--- src/rtl/cpu_pkg.sv ---
// Shared definitions for the 32-bit core pipeline.
// Contents:
//   XLEN, NUM_REGS, AW, OPW  - datapath width, register count, index width, opcode width
//   reg_idx_t                - architectural register index
//   op_t                     - opaque opcode carried to execute
//   issue_bundle_t           - operand bundle presented on the execute interface
//   wb_hits()                - true when a writeback targets a given (non-zero) register
package cpu_pkg;

  localparam int XLEN     = 32;
  localparam int NUM_REGS = 8;
  localparam int AW       = 3;
  localparam int OPW      = 4;

  typedef logic [AW-1:0]  reg_idx_t;
  typedef logic [OPW-1:0] op_t;

  typedef struct packed {
    op_t             op;
    logic [XLEN-1:0] a;
    logic [XLEN-1:0] b;
    logic [XLEN-1:0] imm;
    reg_idx_t        rd;
    logic            rd_we;
  } issue_bundle_t;

  // Register 0 is hardwired to zero, so a writeback to it never counts as a hit.
  function automatic logic wb_hits(input logic wb_valid, input reg_idx_t wb_rd,
                                   input reg_idx_t r);
    return wb_valid && (wb_rd == r) && (r != '0);
  endfunction

endpackage

--- src/rtl/operand_scoreboard.sv ---
// Per-register outstanding-write scoreboard.
// Ports:
//   clk, rst             - clock, synchronous active-high reset
//   wb_valid, wb_rd      - writeback this cycle; clears the busy bit of wb_rd
//   set_en, set_rd       - an accepted instruction will write set_rd
//   flush_clr, flush_rd  - a flushed instruction no longer owns flush_rd
//   rs1, rs2, rd         - lookup indices
//   eff_rs1/eff_rs2/eff_rd - busy and not being written back this cycle
//   busy                 - raw scoreboard state
module operand_scoreboard
  import cpu_pkg::*;
(
  input  logic                clk,
  input  logic                rst,
  input  logic                wb_valid,
  input  logic [AW-1:0]       wb_rd,
  input  logic                set_en,
  input  logic [AW-1:0]       set_rd,
  input  logic                flush_clr,
  input  logic [AW-1:0]       flush_rd,
  input  logic [AW-1:0]       rs1,
  input  logic [AW-1:0]       rs2,
  input  logic [AW-1:0]       rd,
  output logic                eff_rs1,
  output logic                eff_rs2,
  output logic                eff_rd,
  output logic [NUM_REGS-1:0] busy
);

  logic [NUM_REGS-1:0] busy_next;

  // Clears are applied before the set so a register retired and re-claimed
  // in the same cycle stays busy for its new owner.
  always_comb begin
    busy_next = busy;
    if (wb_hits(wb_valid, wb_rd, wb_rd)) busy_next[wb_rd] = 1'b0;
    if (flush_clr) busy_next[flush_rd] = 1'b0;
    if (set_en && (set_rd != '0)) busy_next[set_rd] = 1'b1;
    busy_next[0] = 1'b0;
  end

  always_ff @(posedge clk) begin
    if (rst) busy <= '0;
    else     busy <= busy_next;
  end

  // A register being written back this cycle is already resolved via bypass.
  assign eff_rs1 = busy[rs1] & ~wb_hits(wb_valid, wb_rd, rs1);
  assign eff_rs2 = busy[rs2] & ~wb_hits(wb_valid, wb_rd, rs2);
  assign eff_rd  = busy[rd]  & ~wb_hits(wb_valid, wb_rd, rd);

endmodule

--- src/rtl/operand_fetch.sv ---
// Issue / operand-fetch stage between decode and execute.
// Ports:
//   clk, rst                    - clock, synchronous active-high reset
//   flush                       - kill the instruction held in the output register
//   id_*                        - decoded instruction and its valid/ready handshake
//   rf_read_addr_*/rf_read_data_* - asynchronous register file read ports
//   wb_valid, wb_rd, wb_data    - writeback (also the register file write)
//   ex_*                        - registered operand bundle with valid/ready handshake
//   busy                        - scoreboard state
module operand_fetch
  import cpu_pkg::*;
(
  input  logic                clk,
  input  logic                rst,
  input  logic                flush,
  input  logic                id_valid,
  output logic                id_ready,
  input  logic [OPW-1:0]      id_op,
  input  logic [AW-1:0]       id_rs1,
  input  logic [AW-1:0]       id_rs2,
  input  logic                id_use_rs2,
  input  logic [AW-1:0]       id_rd,
  input  logic                id_rd_we,
  input  logic [XLEN-1:0]     id_imm,
  output logic [AW-1:0]       rf_read_addr_1,
  input  logic [XLEN-1:0]     rf_read_data_1,
  output logic [AW-1:0]       rf_read_addr_2,
  input  logic [XLEN-1:0]     rf_read_data_2,
  input  logic                wb_valid,
  input  logic [AW-1:0]       wb_rd,
  input  logic [XLEN-1:0]     wb_data,
  output logic                ex_valid,
  input  logic                ex_ready,
  output logic [OPW-1:0]      ex_op,
  output logic [XLEN-1:0]     ex_a,
  output logic [XLEN-1:0]     ex_b,
  output logic [XLEN-1:0]     ex_imm,
  output logic [AW-1:0]       ex_rd,
  output logic                ex_rd_we,
  output logic [NUM_REGS-1:0] busy
);

  issue_bundle_t   ex_reg;
  issue_bundle_t   issue_next;
  logic            eff_rs1, eff_rs2, eff_rd;
  logic            hazard;
  logic            accept;
  logic [XLEN-1:0] opnd_1, opnd_2;

  assign rf_read_addr_1 = id_rs1;
  assign rf_read_addr_2 = id_rs2;

  operand_scoreboard u_scoreboard (
    .clk       (clk),
    .rst       (rst),
    .wb_valid  (wb_valid),
    .wb_rd     (wb_rd),
    .set_en    (accept & id_rd_we),
    .set_rd    (id_rd),
    .flush_clr (flush & ex_valid & ex_reg.rd_we),
    .flush_rd  (ex_reg.rd),
    .rs1       (id_rs1),
    .rs2       (id_rs2),
    .rd        (id_rd),
    .eff_rs1   (eff_rs1),
    .eff_rs2   (eff_rs2),
    .eff_rd    (eff_rd),
    .busy      (busy)
  );

  // Register file writes only land at the next edge, so a same-cycle
  // writeback has to be forwarded here.
  always_comb begin
    opnd_1 = rf_read_data_1;
    opnd_2 = rf_read_data_2;
    if (id_rs1 == '0)                          opnd_1 = '0;
    else if (wb_hits(wb_valid, wb_rd, id_rs1)) opnd_1 = wb_data;
    if (id_rs2 == '0)                          opnd_2 = '0;
    else if (wb_hits(wb_valid, wb_rd, id_rs2)) opnd_2 = wb_data;
  end

  assign hazard   = eff_rs1 | (id_use_rs2 & eff_rs2) | (id_rd_we & eff_rd);
  assign id_ready = ~flush & ~hazard & (~ex_valid | ex_ready);
  assign accept   = id_valid & id_ready;

  always_comb begin
    issue_next.op    = id_op;
    issue_next.a     = opnd_1;
    issue_next.b     = id_use_rs2 ? opnd_2 : '0;
    issue_next.imm   = id_imm;
    issue_next.rd    = id_rd;
    issue_next.rd_we = id_rd_we;
  end

  // Output register: bundle fields only change on accept, so they hold
  // steady while execute back-pressures.
  always_ff @(posedge clk) begin
    if (rst) begin
      ex_valid <= 1'b0;
      ex_reg   <= '0;
    end else if (flush) begin
      ex_valid <= 1'b0;
    end else if (accept) begin
      ex_valid <= 1'b1;
      ex_reg   <= issue_next;
    end else if (ex_ready) begin
      ex_valid <= 1'b0;
    end
  end

  assign ex_op    = ex_reg.op;
  assign ex_a     = ex_reg.a;
  assign ex_b     = ex_reg.b;
  assign ex_imm   = ex_reg.imm;
  assign ex_rd    = ex_reg.rd;
  assign ex_rd_we = ex_reg.rd_we;

endmodule

--- config.mk ---
export PLATFORM = sky130hd
export DESIGN_NAME = operand_fetch
export DESIGN_NICKNAME = d
export VERILOG_FILES = /design/src/rtl/cpu_pkg.sv /design/src/rtl/operand_scoreboard.sv /design/src/rtl/operand_fetch.sv
export SDC_FILE = /design/constraint.sdc
export NUM_CORES = 1
export LEC_CHECK = 0
export ABC_AREA = 1
export CELL_PAD_IN_SITES_DETAIL_PLACEMENT = 0
export CELL_PAD_IN_SITES_GLOBAL_PLACEMENT = 2
export CORE_ASPECT_RATIO = 1.25
export CORE_MARGIN = 1.5
export CORE_UTILIZATION = 22
export CTS_CLUSTER_SIZE = 25
export DETAILED_ROUTE_END_ITERATION = 10
export PLACE_DENSITY_LB_ADDON = 0.1
export SLEW_MARGIN = 20
export SYNTH_ARGS = -nofsm -noshare
export SYNTH_HDL_FRONTEND = slang
export SYNTH_SLANG_ARGS = --single-unit
--- constraint.sdc ---
create_clock -name clk -period 3.7 [get_ports clk]
set_input_delay 0.555 -clock clk [delete_from_list [all_inputs] [get_ports clk]]
set_output_delay 0.555 -clock clk [all_outputs]
set_load 0.1 [all_outputs]
## Word level (Yosys, flattened, before mapping)

Index checks and enable logic that the tools add are counted.
Widths: inputs -> output; s select.

| cells by class | value |
|---|---|
| equality and inequality tests | 3 |
| bitwise logic cells | 25 |
| reductions and logical operators | 20 |
| mux-type cells | 22 |
| magnitude comparators | 8 |

Operator list:

| cell | count |
|---|---|
| $mux 32 | 5 |
| $mux 8 | 3 |
| $lt 3x4->1 const B | 5 |
| $and 8x8->8 | 2 |
| $not 8->8 | 2 |
| $reduce_bool 3->1 | 4 |
| $and 1x1->1 | 11 |
| $logic_and 1x1->1 | 11 |
| $bmux 1 s3 | 3 |
| $demux 1 s3 | 3 |
| $eq 3x3->1 | 3 |
| $ge 3x1->1 const B | 3 |
| $mux 1 | 8 |
| $or 8x8->8 | 1 |
| $logic_not 3->1 | 2 |
| $not 1->1 | 6 |
| $or 1x1->1 | 3 |
| $reduce_and 2->1 | 1 |
| $reduce_bool 2->1 | 1 |
| $reduce_or 2->1 | 1 |

| word-level totals | value |
|---|---|
| word-level logic and storage cells | 87 |
| register bits | 113 |

## Depth between registers and ports, before layout

| depth | value |
|---|---|
| depth after elaboration | 15 |
| depth in mapped cells | 12 |
| mapped depth without buffers | 10 |

## Hierarchy

A second synthesis with hierarchy kept.

| unflattened totals | value |
|---|---|
| cells, all modules | 903 |
| area total of the unflattened synthesis | 5730.5 um^2 |

Modules (own cells, without submodules):

| module | times used | sequential area each (um^2) | area each (um^2) | cells each |
|---|---|---|---|---|
| operand_fetch | 1 | 2102.0 | 4929.7 | 747 |
| operand_scoreboard | 1 | 140.1 | 800.8 | 156 |

## Worst setup path after synthesis

No wires, ideal clock.

| timing path | value |
|---|---|
| path type | register to output |
| start | reg u_scoreboard.busy[2] |
| end | out id_ready |
| cell stages (with the launch flop) | 6 |
| data required time | 3.145 ns |
| arrival time | 2.270 ns |
| path buffers | 1 |
| slack | 0.875 ns |
| path through | dfxtp_1 > o211ai_1 > nand3_1 > nand3_1 > and3_1 > clkbuf_1 |

| on the way | value |
|---|---|
| longest elaborated chain between the ends | 9 |
| elaborated cells on any way between the ends | 16 |

RTL lines:

| item | RTL line | text |
|---|---|---|
| start: declaration | operand_scoreboard.sv:27 | `output logic [NUM_REGS-1:0] busy` |
| start signal: assignment | operand_scoreboard.sv:44 | `else busy <= busy_next;` |
| $bmux 1 s3 | operand_scoreboard.sv:49 | `assign eff_rs2 = busy[rs2] & ~wb_hits(wb_valid, wb_rd, rs2);` |
| $mux 1 (implied by the code) | operand_scoreboard.sv:49 |  |
| $and 1x1->1 | operand_scoreboard.sv:49 |  |
| $and 1x1->1 | operand_fetch.sv:82 | `assign hazard = eff_rs1 \| (id_use_rs2 & eff_rs2) \| (id_rd_we & eff_rd);` |
| $or 1x1->1 | operand_fetch.sv:82 |  |
| $or 1x1->1 * | operand_fetch.sv:82 |  |
| $not 1->1 * | operand_fetch.sv:83 | `assign id_ready = ~flush & ~hazard & (~ex_valid \| ex_ready);` |
| $and 1x1->1 * (2 in series) | operand_fetch.sv:83 |  |
| end: declaration | operand_fetch.sv:17 | `output logic id_ready,` |

Every way passes the cells marked *; elsewhere a longest branch is shown, timed or not. The select of a mux whose other input is x is not followed.

## Final worst setup path

| timing path | value |
|---|---|
| start | in wb_rd[1] |
| end | out id_ready |

| on the way | value |
|---|---|
| longest elaborated chain between the ends | 11 |
| elaborated cells on any way between the ends | 22 |

RTL lines:

| item | RTL line | text |
|---|---|---|
| start: declaration | operand_fetch.sv:30 | `input logic [AW-1:0] wb_rd,` |
| $eq 3x3->1 | cpu_pkg.sv:30 | `return wb_valid && (wb_rd == r) && (r != '0);` |
| $logic_and 1x1->1 (2 in series) | cpu_pkg.sv:30 |  |
| $not 1->1 | operand_scoreboard.sv:49 |  |
| $and 1x1->1 | operand_scoreboard.sv:49 |  |
| $and 1x1->1 | operand_fetch.sv:82 |  |
| $or 1x1->1 | operand_fetch.sv:82 |  |
| $or 1x1->1 * | operand_fetch.sv:82 |  |
| $not 1->1 * | operand_fetch.sv:83 |  |
| $and 1x1->1 * (2 in series) | operand_fetch.sv:83 |  |

Every way passes the cells marked *; elsewhere a longest branch is shown, timed or not.

==> results.yml <==
drt:
  drc: 0
  antenna_left: 0
  vias_per_cell: 4.267
  drt_iter0_drc: 218
  first_pass_iters: 4
  vias: 5995
  wl_per_cell_um: 16.07
  routed_wl_um: 22580
critical_path:
  cp.required_ns: 3.14
  cp_top_family: "buffers and inverters"
  critPathKind: "input port to output port"
  cp_max_fo: 6
  critPathMostFrequentCell: "nand2_1"
  path_buf_inv: 3
  slowest_delay_ns: 0.63
  worstSetupStartpointType: "input port"
  worstSetupEndpointType: "output port"
  arrival_ns: 2.40
  slowest_stage: "clkdlybuf4s50_1"
  path_cells: "clkdlybuf4s50_1 > inv_2 > nand2_1 > nand2_1 > nor2_1 > nand3_1 > a21oi_4 > and3_1 > buf_12"
  r2r_slack_ns: 1.78
power:
  p_int_mw: 2.116
  clkPwrFrac_pct: 28.4
  p_leak_nw: 3.323
  p_switching_mw: 1.372
  power_mw: 3.488
  seq_power_share_pct: 37.6
  swShare_pct: 39.34
  power.density_nw_per_um2: 394.8
  p_comb_share_pct: 34.0
  ir_drop_mv: 0.2051
clocking:
  clock_latency_ns: 0.36
  postCtsSetupBuffers: 0
  path_clk_slew_ns: 0.08
  cts_sinks: 112
  cts_hold_buffers: 0
  cts-htree-levels: 3
  cts_buffer_depth: 2
  cts_made_buffers: 9
  cts_tree: "built"
  cts_root_buf: "clkbuf_16"
  ctsResizeCount: 0
yosys:
  yosysSeqAreaShare_pct: 39.70
  synth.ff_latch_count: 112
  synthTopCellsByCount: "nand2_1, a21oi_1, inv_1"
  syn_inst: 834
  post-synth-top-area-fraction_pct: 39.70
  yosysMostFrequentCell: "nand2_1"
  synthDistinctLibCells: 28
  yosysTopAreaCell: "dfxtp_1"
  syn-num-nets: 986
  syn-cell-area_um2: 5648
  syn_area_per_cell_um2: 6.772
  yosys_most_used_dff: "dfxtp_1"
  yosysWarnings: 0
  ys_async_sr_fraction_pct: 0
  synth_enable_flop_cells: 0
  ys_top_cells_by_area: "dfxtp_1, a21oi_1, o21ai_0"
sta:
  setup_tns_ns: 0
  slew_headroom_pct: 29.80
  fin_ws_ns: 0.7437
  hold_violations: 0
  setup_violations: 0
  fin_crit_ns: 2.956
  tightest_slew_ns: 1.050
  report.final.slew_viol_count: 0
  period_share_pct: 79.90
  clock_skew_ns: 0.007847
  fmax_mhz: 338.3
  rsz0062_at_grt: "false"
floorplanning:
  ios: 272
  core_area_um2: 25210
  die_height_um: 182.1
  die_x_um: 146.3
  initial_utilization_pct: 22.40
  fp-row-count: 65
  dieArea_um2: 26650
finish:
  drive_gt1_share_pct: 4.677
  nNetsFinal: 1217
  final_util_pct: 35.04
  finalInstanceArea_um2: 8835
  areaGrowthSynthToFinish_pct: 56.42
global_route:
  grt.overflow.total: 0
  grt_pass1_wl_um: 34650
  grt_max_degree: 86
  antenna_found_initial: 2
  grt_pass1_vias: 5900
  grtUsageTotal_pct: 17.00
min_path:
  hp-class: "flip-flop to flip-flop"
flow_run:
  max_cap_viol_count: 0
placement:
  place_congestion: 0.7569
  port_buffers: 270
  hpwl_um: 16220
  dpl_cell_area_um2: 8553
  place_ws_ns: 0.7137
outcome:
  status: "finished, final reports clean"
==> area by class of cell <==
| type | instances | area, µm² |
|---|---|---|
| Clock buffer | 10 | 239.0 |
| Multi-Input combinational cell | 532 | 2596 |
| Clock inverter | 5 | 40.04 |
| Tap cell | 335 | 419.2 |
| Timing Repair Buffer | 284 | 2823 |
| Antenna cell | 1 | 2.502 |
| Inverter | 126 | 473.0 |
| Fill cell | 2790 | 16380 |
| Sequential cell | 112 | 2242 |
==> final timing paths <==
path	end	from	cells after the start
setup / recovery	id_ready	wb_rd[1]	9
hold / removal	ex_b[29]	ex_b[29]	2
setup reg to reg	ex_a[9]	u_scoreboard.busy[5]	9
hold reg to reg	ex_b[29]	ex_b[29]	2
==> power by group through the flow <==
stage	combinational (mW)	sequential [mW]	clock [mW]
after floorplan	0.303	1.84	0
after global placement	1.20	1.34	0
after detailed placement	1.19	1.34	0
after CTS	1.20	1.31	1.04
after global routing	1.26	1.32	1.09
final	1.18	1.31	0.990
==> layer usage <==
layer	global-route usage, %	routed length (µm)
met1	20.86	9948
met2	28.40	10660
met3	5.700	1621
met4	4.525	332
met5	0	12
==> per-stage QoR <==
stage / cells / hold WS, ns
2_1_floorplan: 834 / 0.6280
3_3_place_gp: 1389 / 0.4314
3_5_place_dp: 1389 / 0.4346
4_1_cts: 1404 / 0.4487
5_1_grt: 1405 / 0.4660
6_report: 1405 / 0.4452
==> tightest hold or removal path, stage by stage (launching register included) <==
cell and delay, ns:
dfxtp_1 0.31, inv_1 0.05, a21oi_1 0.05
==> cells in the final DEF (no fill, tap or decap), types with 2 or more instances in the layout <==
cell,count
clkdlybuf4s50_1,262
nor2_1,21
a21oi_1,147
nand3_2,3
nand2_1,151
buf_4,18
buf_12,3
o221ai_1,4
clkinv_4,2
nand3_1,27
inv_6,2
o211ai_1,2
dfxtp_1,112
or2_0,32
o21ai_0,116
inv_1,121
inv_2,5
a31oi_1,2
clkbuf_16,9
o21ai_1,17
==> flip-flops by register name, summed over array words and instances (netlist names) <==
| register | cells |
|---|---|
| ex_a | 32 |
| ex_b | 32 |
| ex_imm | 32 |
| u_scoreboard.busy | 7 |
| ex_op | 4 |
| ex_rd | 3 |
| ex_rd_we | 1 |
| ex_valid | 1 |
==> cell families after synthesis <==
kind of cell           count (synthesis)  synth area share (%)
AND/OR/NAND/NOR                      239                 18.87
AO/OA/AOI/OAI                        291                 26.58
flip-flops                           112                 39.70
other                                  1               0.06640
XOR/XNOR                               1                0.1551
buffers and inverters                190                 14.62
Power figures use the tool's default switching activity.
